--- config.mk ---
export PLATFORM = sky130hd
export DESIGN_NAME = hw_priority_decoder
export DESIGN_NICKNAME = d
export VERILOG_FILES = /design/src/rtl/hw_priority_decoder.sv
export SDC_FILE = /design/constraint.sdc
export NUM_CORES = 1
export LEC_CHECK = 0
export CORE_UTILIZATION = 45
export DETAILED_ROUTE_END_ITERATION = 10
export PLACE_DENSITY = 0.72
export SLEW_MARGIN = 20
export SYNTH_ARGS = -nofsm -noshare
export SYNTH_HDL_FRONTEND = slang
export SYNTH_SLANG_ARGS = --single-unit
--- constraint.sdc ---
create_clock -name clk -period 2.32 [get_ports clk]
set_clock_uncertainty 0.15 [all_clocks]
set_input_delay 0.464 -clock clk [delete_from_list [all_inputs] [get_ports clk]]
set_output_delay 0.464 -clock clk [all_outputs]
set_load 0.02 [all_outputs]
--- src/rtl/hw_priority_decoder.sv ---
// Registered binary-to-one-hot decoder with a valid/ready handshake.
// Each accepted index is driven for HOLD cycles, followed by a one-cycle all-zero gap with a done pulse.
module hw_priority_decoder #(
  parameter int n    = 3,
  parameter int HOLD = 4
) (
  input  logic              clk,
  input  logic              rst,
  input  logic              dec_valid,
  input  logic [n-1:0]      dec_in,
  output logic              dec_ready,
  output logic [2**n-1:0]   dec_op,
  output logic              dec_done
);

  localparam int W  = 2**n;
  localparam int CW = $clog2(HOLD + 1);

  typedef enum logic [1:0] {
    IDLE  = 2'd0,
    DRIVE = 2'd1,
    GAP   = 2'd2
  } state_t;

  state_t          state;
  state_t          next_state;
  logic [CW-1:0]   cnt;
  logic [CW-1:0]   next_cnt;
  logic [n-1:0]    idx;
  logic [n-1:0]    next_idx;
  logic [W-1:0]    next_op;
  logic            next_done;

  function automatic logic [W-1:0] onehot(input logic [n-1:0] i);
    logic [W-1:0] v;
    v    = {W{1'b0}};
    v[i] = 1'b1;
    return v;
  endfunction

  // Next-state, hold counter and next registered outputs.
  always_comb begin
    next_state = state;
    next_cnt   = cnt;
    next_idx   = idx;
    case (state)
      IDLE: begin
        if (dec_valid) begin
          next_state = DRIVE;
          next_cnt   = CW'(HOLD - 1);
          next_idx   = dec_in;
        end else begin
          next_state = IDLE;
        end
      end
      DRIVE: begin
        if (cnt == {CW{1'b0}}) begin
          next_state = GAP;
        end else begin
          next_cnt = cnt - CW'(1);
        end
      end
      GAP:     next_state = IDLE;
      default: next_state = IDLE;
    endcase

    // Outputs are registered from the next state so they line up with it.
    if (next_state == DRIVE) begin
      next_op = onehot(next_idx);
    end else begin
      next_op = {W{1'b0}};
    end
    next_done = (next_state == GAP);
  end

  // State, counter, latched index and output registers.
  always_ff @(posedge clk) begin
    if (rst) begin
      state    <= IDLE;
      cnt      <= {CW{1'b0}};
      idx      <= {n{1'b0}};
      dec_op   <= {W{1'b0}};
      dec_done <= 1'b0;
    end else begin
      state    <= next_state;
      cnt      <= next_cnt;
      idx      <= next_idx;
      dec_op   <= next_op;
      dec_done <= next_done;
    end
  end

  assign dec_ready = (state == IDLE);

endmodule

==> flow_summary.json <==
{
  "outcome": "completed",
  "hold_depth": 2,
  "numCtsBuffers": 3,
  "cp_max_fo": 9,
  "post_cts_buffers": 0,
  "reg2reg_slack_ns": 0.35,
  "cts_resized": 0,
  "dpl.hpwl_um": 868,
  "synthFlopType": "dfxtp_1",
  "maxCapViolCount": 0,
  "setup_viol": 0,
  "worstSetupPathType": "flip-flop to output port",
  "tritoncts": "yes",
  "power_frac_seq_pct": 53.0,
  "fin_crit_sh_pct": 87.0,
  "async_reset_ff_share_pct": 0,
  "routed_via_density": 5.51,
  "r2r_cells": 6,
  "clock_power_share_pct": 23.7,
  "cellPowerDensity_mw_per_mm2": 732,
  "fmax_mhz": 495,
  "synth-seq-cells": 17,
  "power_mw": 0.619,
  "antenna_found_initial": 0,
  "min_from": "cnt[1]",
  "combPwrFrac_pct": 23.3,
  "vias": 518,
  "p_sw_share_pct": 27.4,
  "synth_most_common_cell": "dfxtp_1",
  "period_needed_ns": 2.02,
  "slowest_stage": "clkdlybuf4s50_1",
  "final_nets": 88,
  "post-place-ws_ns": 0.110,
  "yosys_warnings": 0,
  "clock-sinks": 17,
  "timing.critical_path.buf_inv": 1,
  "slowest_delay_ns": 0.60,
  "holdCritPathClass": "flip-flop to flip-flop",
  "p_int_mw": 0.449,
  "tns_ns": 0,
  "drc": 0,
  "worst_pin_slew_ns": 0.421,
  "clock_path_buffers": 2,
  "portBuffers": 15,
  "insertion_delay_ns": 0.28,
  "h-tree-depth": 1,
  "coreArea_mm2": 0.00133,
  "place_congestion": 0.848,
  "path_clk_slew_ns": 0.08,
  "finalHoldViolCount": 0,
  "firstDrtPassIters": 4,
  "netlist_area_um2": 654,
  "wl_per_cell_um": 12.3,
  "drt-total-wl_um": 1150,
  "die-area_mm2": 0.00161,
  "grt_use_total_pct": 17.7,
  "critPathLaunchType": "flip-flop",
  "ys_seq_area_share_pct": 52.0,
  "num_antenna_cells": 0,
  "layout-drive-gt1-share_pct": 16.5,
  "synth_nets": 68,
  "cts-root-buf": "clkbuf_4",
  "end_kind": "output port",
  "final.setup.worst_slack_ns": 0.301,
  "critical_path.top_delay_family": "buffers and inverters",
  "relSlewSlack_pct": 71.1,
  "yosysTopAreaCellShare_pct": 52.0,
  "cts_hold_buf": 0,
  "rsz0062_at_grt": "no",
  "netlist_instances": 60,
  "synthTopCellsByArea": "dfxtp_1 52%, nor4_1 7.6%, mux2_2 6.9%",
  "ant_nets": 0,
  "grt_pass1_wl_um": 1900,
  "num_rows": 13,
  "crit_arrival_ns": 1.41,
  "grt_remaining_overflow": 0,
  "worstPathCellList": "nor2_1 > clkdlybuf4s50_1",
  "reg2reg_from": "cnt[0]",
  "required_ns": 1.71,
  "grt_max_degree": 10,
  "die_h_um": 40.1,
  "vdd_drop_max_v": 0.000445,
  "synth.largest_area_cell": "dfxtp_1",
  "yosysUniqueCellTypes": 19,
  "slew_violations": 0,
  "hold_end": "cnt[1]",
  "initial_core_util_pct": 49.1,
  "power.switching_mw": 0.170,
  "leakagePower_nw": 0.324,
  "netlist_top_cells_count": "17 x dfxtp_1, 8 x nor4_1, 6 x inv_1, 5 x nor2_1, 4 x mux2_2",
  "area_growth_pct": 29.3,
  "synth_edf_count": 0,
  "timing.rr.end": "dec_op[3]",
  "drt_iter0_markers": 13,
  "die_w_um": 40.1,
  "syn_avg_cell_area_um2": 10.9,
  "grt_pass1_vias": 435,
  "pin_count": 16
}
==> power groups by stage <==
stage | sequential (mW) | combinational [mW] | clock [mW]
3_3_place_gp | 0.334 | 0.141 | 0
5_1_grt | 0.332 | 0.159 | 0.163
4_1_cts | 0.328 | 0.144 | 0.154
2_1_floorplan | 0.337 | 0.0940 | 0
3_5_place_dp | 0.335 | 0.143 | 0
6_report | 0.328 | 0.144 | 0.147
==> layout make-up <==
type                       count  area [um^2]
timing repair buffer          16          158
sequential                    17          340
fill                         119          488
tap                           15         18.8
multi-input combinational     36          280
clock buffer                   4         26.3
inverter                       6         22.5
==> metrics by stage <==
step           std cells  area [um^2]  utilization [%]  hold WS, ns
2_1_floorplan         60          654                -        0.355
3_3_place_gp          90          820             61.4        0.380
3_5_place_dp          90          820             61.4        0.399
4_1_cts               94          846             63.4        0.411
5_1_grt               94          846             63.4        0.423
6_report              94          846             63.4        0.406
==> worst register-to-register path, delay by kind of cell (launching register included) <==
| family | cells | cell delay (ns) |
|---|---|---|
| adder cells (fa/ha/maj) | 2 | 0.44 |
| buffers and inverters | 1 | 0.05 |
| flip-flops | 1 | 0.37 |
| AND/OR/NAND/NOR | 3 | 0.88 |
==> worst max path at each step <==
stage,endpoint,start,slack [ns],depth (start not counted)
after floorplan,dec_op[0],cnt[0],0.66,6
after global placement,dec_op[0],dec_valid,0.14,4
after detailed placement,dec_op[0],dec_valid,0.11,4
after CTS,dec_ready,state[0],0.28,2
after global routing,dec_ready,state[0],0.21,2
final,dec_ready,state[0],0.30,2
==> per-layer routing <==
| metal | vias up | wire, um | track usage [%] |
|---|---|---|---|
| li1 | 258 | - | - |
| met1 | 242 | 577 | 22.8 |
| met2 | 14 | 501 | 27.4 |
| met3 | 4 | 56 | 7.22 |
| met4 | 0 | 18 | 4.31 |
| met5 | - | 0 | 0 |
==> state kept, by name, indices dropped and copies added, names as in the netlist <==
signal	flops
idx	3
dec_op	8
dec_done	1
cnt	3
state	2
==> logic make-up (layout without fill, tap and decap cells) <==
family / count (synthesis) / after routing / synth area share, %
AOI/OAI and AO/OA: 5 / 5 / 4.97
buffers and inverters: 7 / 26 / 5.16
DFF: 17 / 17 / 52.0
muxes: 7 / 7 / 11.5
adders and majority gates: 2 / 2 / 3.82
and+or+nand+nor: 22 / 22 / 22.6
==> cells in the final DEF, fill, tap and decap left out, types with 2 or more instances in the layout <==
cell type	n
a31oi_1	2
and4_2	3
clkbuf_4	3
clkdlybuf4s50_1	15
dfxtp_1	17
ha_1	2
inv_1	6
mux2_2	4
mux2i_1	3
nor2_1	5
nor4_1	8
Power figures use the tool's default switching activity.
